$ cat config.mk
export PLATFORM = sky130hd
export DESIGN_NAME = score_keeper
export DESIGN_NICKNAME = d
export VERILOG_FILES = /design/src/rtl/score_keeper.sv
export SDC_FILE = /design/constraint.sdc
export NUM_CORES = 1
export LEC_CHECK = 0
export ABC_CLOCK_PERIOD_IN_PS = 1800
export BUFFER_PORTS_ARGS = -buffer_cell sky130_fd_sc_hd__buf_4
export CORE_ASPECT_RATIO = 0.9
export CORE_MARGIN = 3
export CORE_UTILIZATION = 35
export DETAILED_ROUTE_END_ITERATION = 8
export GPL_ROUTABILITY_DRIVEN = 0
export HOLD_SLACK_MARGIN = 0.02
export MAX_ROUTING_LAYER = met4
export SYNTH_ARGS = -nofsm -noshare
export SYNTH_HDL_FRONTEND = slang
export SYNTH_SLANG_ARGS = --single-unit
export TNS_END_PERCENT = 50
$ cat constraint.sdc
create_clock -name clk -period 1.8 [get_ports clk]
set_input_delay 0.09 -clock clk [delete_from_list [all_inputs] [get_ports clk]]
set_output_delay 0.09 -clock clk [all_outputs]
set_load 0.005 [all_outputs]
$ cat src/rtl/score_keeper.sv
// Two-player match scoring FSM: edge-detected hits become 5-bit scores, with win/draw detection.
// Optional per-player hit lockout (frame_tick based) is enabled by defining HIT_LOCKOUT_EN.
module score_keeper #(
  parameter int WIN_SCORE      = 10,
  parameter int LOCKOUT_FRAMES = 30,
  parameter int LOCK_W         = 5
) (
  input  logic       clk,
  input  logic       rst_n,
  input  logic       start,
  input  logic       frame_tick,
  input  logic       hit_p1,
  input  logic       hit_p2,
  output logic [4:0] score_p1,
  output logic [4:0] score_p2,
  output logic       score_evt,
  output logic       game_active,
  output logic       game_over,
  output logic [1:0] winner
);

  typedef enum logic [1:0] {IDLE, PLAY, OVER} state_t;

  localparam logic [4:0] WIN = 5'(WIN_SCORE);

  state_t     state_q, state_d;
  logic       hit1_prev_q, hit2_prev_q;
  logic [4:0] score1_q, score1_d;
  logic [4:0] score2_q, score2_d;
  logic       evt_q, evt_d;
  logic [1:0] winner_q, winner_d;
  logic       open1, open2;
  logic       cnt1, cnt2;

  // A start in the same cycle as a hit discards the hit.
  assign cnt1 = (state_q == PLAY) && !start && hit_p1 && !hit1_prev_q && open1;
  assign cnt2 = (state_q == PLAY) && !start && hit_p2 && !hit2_prev_q && open2;

`ifdef HIT_LOCKOUT_EN
  localparam logic [LOCK_W-1:0] LOCK_LOAD = LOCK_W'(LOCKOUT_FRAMES);

  logic [LOCK_W-1:0] lock1_q, lock1_d;
  logic [LOCK_W-1:0] lock2_q, lock2_d;

  assign open1 = (lock1_q == '0);
  assign open2 = (lock2_q == '0);

  always_comb begin
    lock1_d = lock1_q;
    lock2_d = lock2_q;
    if (frame_tick && lock1_q != '0) lock1_d = lock1_q - 1'b1;
    if (frame_tick && lock2_q != '0) lock2_d = lock2_q - 1'b1;
    if (cnt1) lock1_d = LOCK_LOAD;
    if (cnt2) lock2_d = LOCK_LOAD;
    if (start) begin
      lock1_d = '0;
      lock2_d = '0;
    end
  end

  always_ff @(posedge clk or negedge rst_n) begin
    if (!rst_n) begin
      lock1_q <= '0;
      lock2_q <= '0;
    end else begin
      lock1_q <= lock1_d;
      lock2_q <= lock2_d;
    end
  end
`else
  logic unused_in;

  assign open1     = 1'b1;
  assign open2     = 1'b1;
  assign unused_in = frame_tick ^ (LOCKOUT_FRAMES > 0) ^ (LOCK_W > 0);
`endif

  always_comb begin
    state_d  = state_q;
    score1_d = score1_q;
    score2_d = score2_q;
    evt_d    = 1'b0;
    winner_d = winner_q;
    case (state_q)
      IDLE: begin
        if (start) begin
          state_d  = PLAY;
          score1_d = '0;
          score2_d = '0;
          winner_d = 2'b00;
        end
      end
      PLAY: begin
        if (start) begin
          score1_d = '0;
          score2_d = '0;
          winner_d = 2'b00;
        end else begin
          if (cnt1) score1_d = score1_q + 5'd1;
          if (cnt2) score2_d = score2_q + 5'd1;
          evt_d = cnt1 | cnt2;
          // Both reaching WIN on the same edge encodes as 2'b11 (draw).
          if (score1_d == WIN || score2_d == WIN) begin
            state_d  = OVER;
            winner_d = {score2_d == WIN, score1_d == WIN};
          end
        end
      end
      OVER: begin
        if (start) begin
          state_d  = PLAY;
          score1_d = '0;
          score2_d = '0;
          winner_d = 2'b00;
        end
      end
      default: state_d = IDLE;
    endcase
  end

  always_ff @(posedge clk or negedge rst_n) begin
    if (!rst_n) begin
      state_q     <= IDLE;
      hit1_prev_q <= 1'b0;
      hit2_prev_q <= 1'b0;
      score1_q    <= '0;
      score2_q    <= '0;
      evt_q       <= 1'b0;
      winner_q    <= 2'b00;
    end else begin
      state_q     <= state_d;
      hit1_prev_q <= hit_p1;
      hit2_prev_q <= hit_p2;
      score1_q    <= score1_d;
      score2_q    <= score2_d;
      evt_q       <= evt_d;
      winner_q    <= winner_d;
    end
  end

  assign score_p1    = score1_q;
  assign score_p2    = score2_q;
  assign score_evt   = evt_q;
  assign winner      = winner_q;
  assign game_active = (state_q == PLAY);
  assign game_over   = (state_q == OVER);

endmodule
# Yosys cells after proc, flatten, opt, wreduce, memory -nomap -nowiden
# Index checks and enable logic that the tools add are counted.
word_totals:
  reg_bits: 17
  inputBits: 6
  word_cells: 54
op_classes:
  n_addsub: 2
  n_eq_ne: 8
  n_mux: 21
  bitwise_logic: 1
  n_reduce_logical: 15
op_table:
  columns: ["cell", "n"]
  rows:
  - ["$mux W5", 9]
  - ["$pmux W5 S2", 2]
  - ["$mux W2", 6]
  - ["$add A5 B1 Y5 const B", 2]
  - ["$eq A5 B4 Y1 const B", 2]
  - ["$pmux W2 S2", 2]
  - ["$reduce_and A3 Y1", 2]
  - ["$logic_and A1 B1 Y1", 5]
  - ["$ne A2 B1 Y1 const B", 2]
  - ["$logic_not A1 Y1", 3]
  - ["$ne A3 B2 Y1 const B", 1]
  - ["$eq A2 B1 Y1 const B", 1]
  - ["$eq A2 B2 Y1 const B", 1]
  - ["$logic_not A2 Y1", 1]
  - ["$mux W1", 2]
  - ["$ne A2 B2 Y1 const B", 1]
  - ["$reduce_and A2 Y1", 1]
  - ["$reduce_bool A2 Y1", 1]
  - ["$reduce_or A2 Y1", 1]
  - ["$logic_or A1 B1 Y1", 1]
  - ["$or A1 B1 Y1", 1]

# Logic depth before layout (Yosys ltp)
depth:
  ltp_word: 12
  mapped_depth: 6
  mapped_depth_nobuf: 6

# Worst setup path after synthesis
# OpenSTA, ideal clock, no wires.
synth_path:
  path_kind: "register to register"
  start: "reg score2_q[1] (netlist: score_p2[1])"
  end: "reg winner_q[0] (netlist: winner[0])"
  setup_time_ns: 0.126
  arrival_time_ns: 1.840
  required_ns: 1.674
  slack_ns: -0.166
  stages_incl_launch_ff: 7
  period_less_slack_ns: 1.966
  cell_sequence: "dfrtp_1 -> ha_1 -> a21oi_1 -> and4b_1 -> o32a_1 -> o311a_1 -> a311o_1"
synth_between:
  elab_chain_len: 8
synth_rtl:
  columns: ["item", "line", "rtl"]
  rows:
  - ["start, declared", "29", "logic [4:0] score2_q, score2_d;"]
  - ["start signal, assigned", "135", "score2_q <= score2_d;"]
  - ["$add A5 B1 Y5", "100", "if (cnt2) score2_d = score2_q + 5'd1;"]
  - ["$mux W5 *", "100", null]
  - ["$mux W5 *", "94", "if (start) begin"]
  - ["$mux W5 *", "84", "case (state_q)"]
  - ["$eq A5 B4 Y1 *", "103", "if (score1_d == WIN || score2_d == WIN) begin"]
  - ["$logic_or A1 B1 Y1 *", "103", null]
  - ["$ne A3 B2 Y1 (no line) *", null, null]
  - ["$reduce_and A3 Y1 (no line) *", null, null]
  - ["end signal, assigned", "137", "winner_q <= winner_d;"]
  - ["end, declared", "31", "logic [1:0] winner_q, winner_d;"]
# Mark *: on every way between the ends. The rest lies on a longest branch, timed or not. The select of a mux whose other input is x is not followed.
# A chain may end at the register's enable or synchronous reset.

# Worst setup path in the final report
layout_path:
  start: "reg score2_q[0] (netlist: score_p2[0])"
  end: "reg winner_q[0] (netlist: winner[0])"
# Same word-level chain as after synthesis.

==> flow_summary.yaml <==
timing:
  relSlewSlack_pct: 78.61
  skew_ps: 6.956
  drv_slew: 0
  max_freq_mhz: 510.4
  setup_tns_ps: -260.5
  hold_viol_final: 0
  fin_ws_ps: -159.2
  setup_violations: 3
  period_needed_ps: 1959
  finalCritPeriodShare_pct: 108.8
  max_slew.worst_pin.slew_ps: 318.7
  rsz0062_at_grt: "true"
synthesis:
  yosys_warnings: 0
  synth_edf_count: 0
  async_flop_share_pct: 100.0
  ys_types: 42
  synth-seq-area-share_pct: 40.91
  synthCells: 115
  avgSynthCellArea_sq_um: 9.041
  ys_top_cells_by_area: "dfrtp_1, nand2_1, o21ai_0"
  yosysTopAreaCell: "dfrtp_1"
  synth_area_sq_um: 1040
  synth_top_area_share_pct: 40.91
  synth_fp_nets: 123
  ys.flop_type: "dfrtp_1"
  ys_seq_elements: 17
die:
  die_area_sq_um: 3661
  start_util_pct: 37.23
  rows: 18
  num_io_pins: 21
  core_region_area_sq_um: 2793
  die_x_microns: 63.45
  die_height_microns: 57.71
clocking:
  clock_sinks: 17
  cts_tree: "done"
  cts-root-buf: "clkbuf_4"
  clk_pin_slew_worst_paths_ps: 110
  numCtsBuffers: 3
  cts_buffer_depth: 2
  htree_num_levels: 1
  worstSkewPairLatency_ps: 290
  post_cts_buffers: 0
place:
  post_dp_cell_area_sq_um: 1381
  hpwl_mm: 2.053
  placement.io_buffers: 19
pwr:
  power_density_nw_per_um2: 497.2
  ir_drop_uv: 251.6
  power.leakage_nw: 0.6375
cells_and_area:
  layout_common_cells: "buf_4, dfrtp_1, nand2_1"
  final_common_cell: "buf_4"
  drive_above_1_share_pct: 35.67
  postLayoutCellArea_sq_um: 1468
  final_nets: 166
  n_fill_cell: 273
  utilization_pct: 52.55
  area_growth_pct: 41.16
  multi_input_area_sq_um: 610.6
  antenna_cells: 0
  seq_area_sq_um: 427.9
global_route:
  overflow: 0
  antenna_found_initial: 0
  grt_pass1_vias: 1082
  grt_use_total_pct: 16.68
  grt_max_degree: 18
  grt_pass1_wl_mm: 4.754
drt:
  vias: 1044
  drc: 0
  drtIter0Drc: 54
  vias_per_cell: 5.299
  dr.pass1.iters: 4
  drt-total-wl_mm: 2.783
  postRouteAntennaNets: 0
  avgRoutedWirePerCell_microns: 14.13
critical_path:
  r2r_setup_slack_ps: -160
  r2r_end: "winner[0]$_DFFE_PN0P_"
  endpoint_kind: "flop"
  critPathKind: "flop to flop"
  r2r_start: "score_p2[0]$_DFFE_PN0P_"
  start_kind: "flop"
  required_ps: 1990
  crit_path_max_fanout: 4
  cp.arrival_ps: 2150
  ff2ff_path_depth: 6
hold_path:
  hold_path_end: "score_p2[3]$_DFFE_PN0P_"
  hp-start: "start"
  hold_class: "primary input to flop"
  whs_path_depth: 2
outcome:
  status: "finished with violations"
  violations: "setup timing"
run:
  maxCapViolCount: 0
==> area by class of cell <==
cell class	instances	share of cell area, %
Timing Repair Buffer	44	23.02
Sequential cell	17	29.16
Clock buffer	4	1.790
Multi-Input combinational cell	88	41.60
Inverter	4	1.023
Tap cell	40	3.410
==> repair_timing <==
action                                  in CTS  in global routing
pin swaps                                    0                  1
resized for setup                            3                  6
gates cloned                                 0                  0
endpoints found under the hold margin       19                  0
hold buffers                                 3                  0
endpoints found under the setup margin       3                  5
==> worst max-delay path, cell delays in order, from the launching register on <==
cell,delay (ps)
dfrtp_2,460
ha_4,180
a21oi_2,100
and4b_1,200
o32a_1,320
o311a_1,340
a311o_1,270
==> metal layers <==
metal	vias up	track usage (%)	share of wire, %
li1	511	-	-
met1	497	21.25	48
met2	34	26.19	45
met3	2	4.070	5.7
met4	0	5.538	0.79
met5	-	-	0
==> flip-flops by register name (all words and copies together) (netlist names) <==
| register | flops |
|---|---|
| hit1_prev_q | 1 |
| score_p2 | 5 |
| hit2_prev_q | 1 |
| winner | 2 |
| state_q | 2 |
| score_evt | 1 |
| score_p1 | 5 |
==> cells in the mapped netlist (2+ instances only) <==
| cell type | number |
|---|---|
| and2_1 | 2 |
| nand2_1 | 14 |
| nor3b_1 | 2 |
| nand3_1 | 8 |
| inv_1 | 4 |
| nand2b_1 | 2 |
| xor2_1 | 2 |
| ha_1 | 2 |
| xnor2_1 | 2 |
| a31oi_1 | 3 |
| a211oi_1 | 4 |
| dfrtp_1 | 17 |
| a21oi_1 | 5 |
| nor2b_1 | 5 |
| o21ai_0 | 10 |
| nor2_1 | 2 |
| clkbuf_1 | 5 |
| mux2i_1 | 2 |
==> report_power, final <==
group          total, W  internal [W]  switching (W)  leakage [nW]
Sequential     0.000404      0.000393      0.0000113         0.222
Combinational  0.000115     0.0000571      0.0000578         0.401
Clock          0.000211     0.0000862       0.000125        0.0150
==> per-stage QoR <==
step / setup slack [ps] / instances / power, W / hold WS (ps)
final: -159.2 / 197 / 0.0007297 / 67.41
after global routing: -206.6 / 197 / 0.0007712 / 57.73
after CTS: -158.2 / 197 / 0.0007379 / 47.60
after detailed placement: -165.1 / 190 / 0.0005166 / -28.41
after global placement: -154.6 / 190 / 0.0005149 / -26.24
after floorplan: -97.74 / 115 / 0.0004558 / -205.6
==> cell families after synthesis <==
group           share of synthesized area [%]
mux                                     1.925
fa+ha+maj                               2.406
buf+inv                                 4.332
flops                                   40.91
compound gates                          22.63
simple gates                            24.43
xor+xnor                                3.370
==> worst max-delay path by stage <==
| stage | startpoint | to | slack (ps) | depth (start not counted) |
|---|---|---|---|---|
| finish | score_p2[0]$_DFFE_PN0P_ | winner[0]$_DFFE_PN0P_ | -160 | 6 |
| global route | score_p2[0]$_DFFE_PN0P_ | winner[0]$_DFFE_PN0P_ | -210 | 6 |
| CTS | score_p2[0]$_DFFE_PN0P_ | winner[0]$_DFFE_PN0P_ | -160 | 6 |
| detailed placement | score_p2[0]$_DFFE_PN0P_ | winner[0]$_DFFE_PN0P_ | -170 | 6 |
| global placement | score_p2[0]$_DFFE_PN0P_ | winner[0]$_DFFE_PN0P_ | -150 | 6 |
| floorplan | score_p2[1]$_DFFE_PN0P_ | winner[0]$_DFFE_PN0P_ | -100 | 6 |
Note: power is estimated with default switching activity, not from simulation.
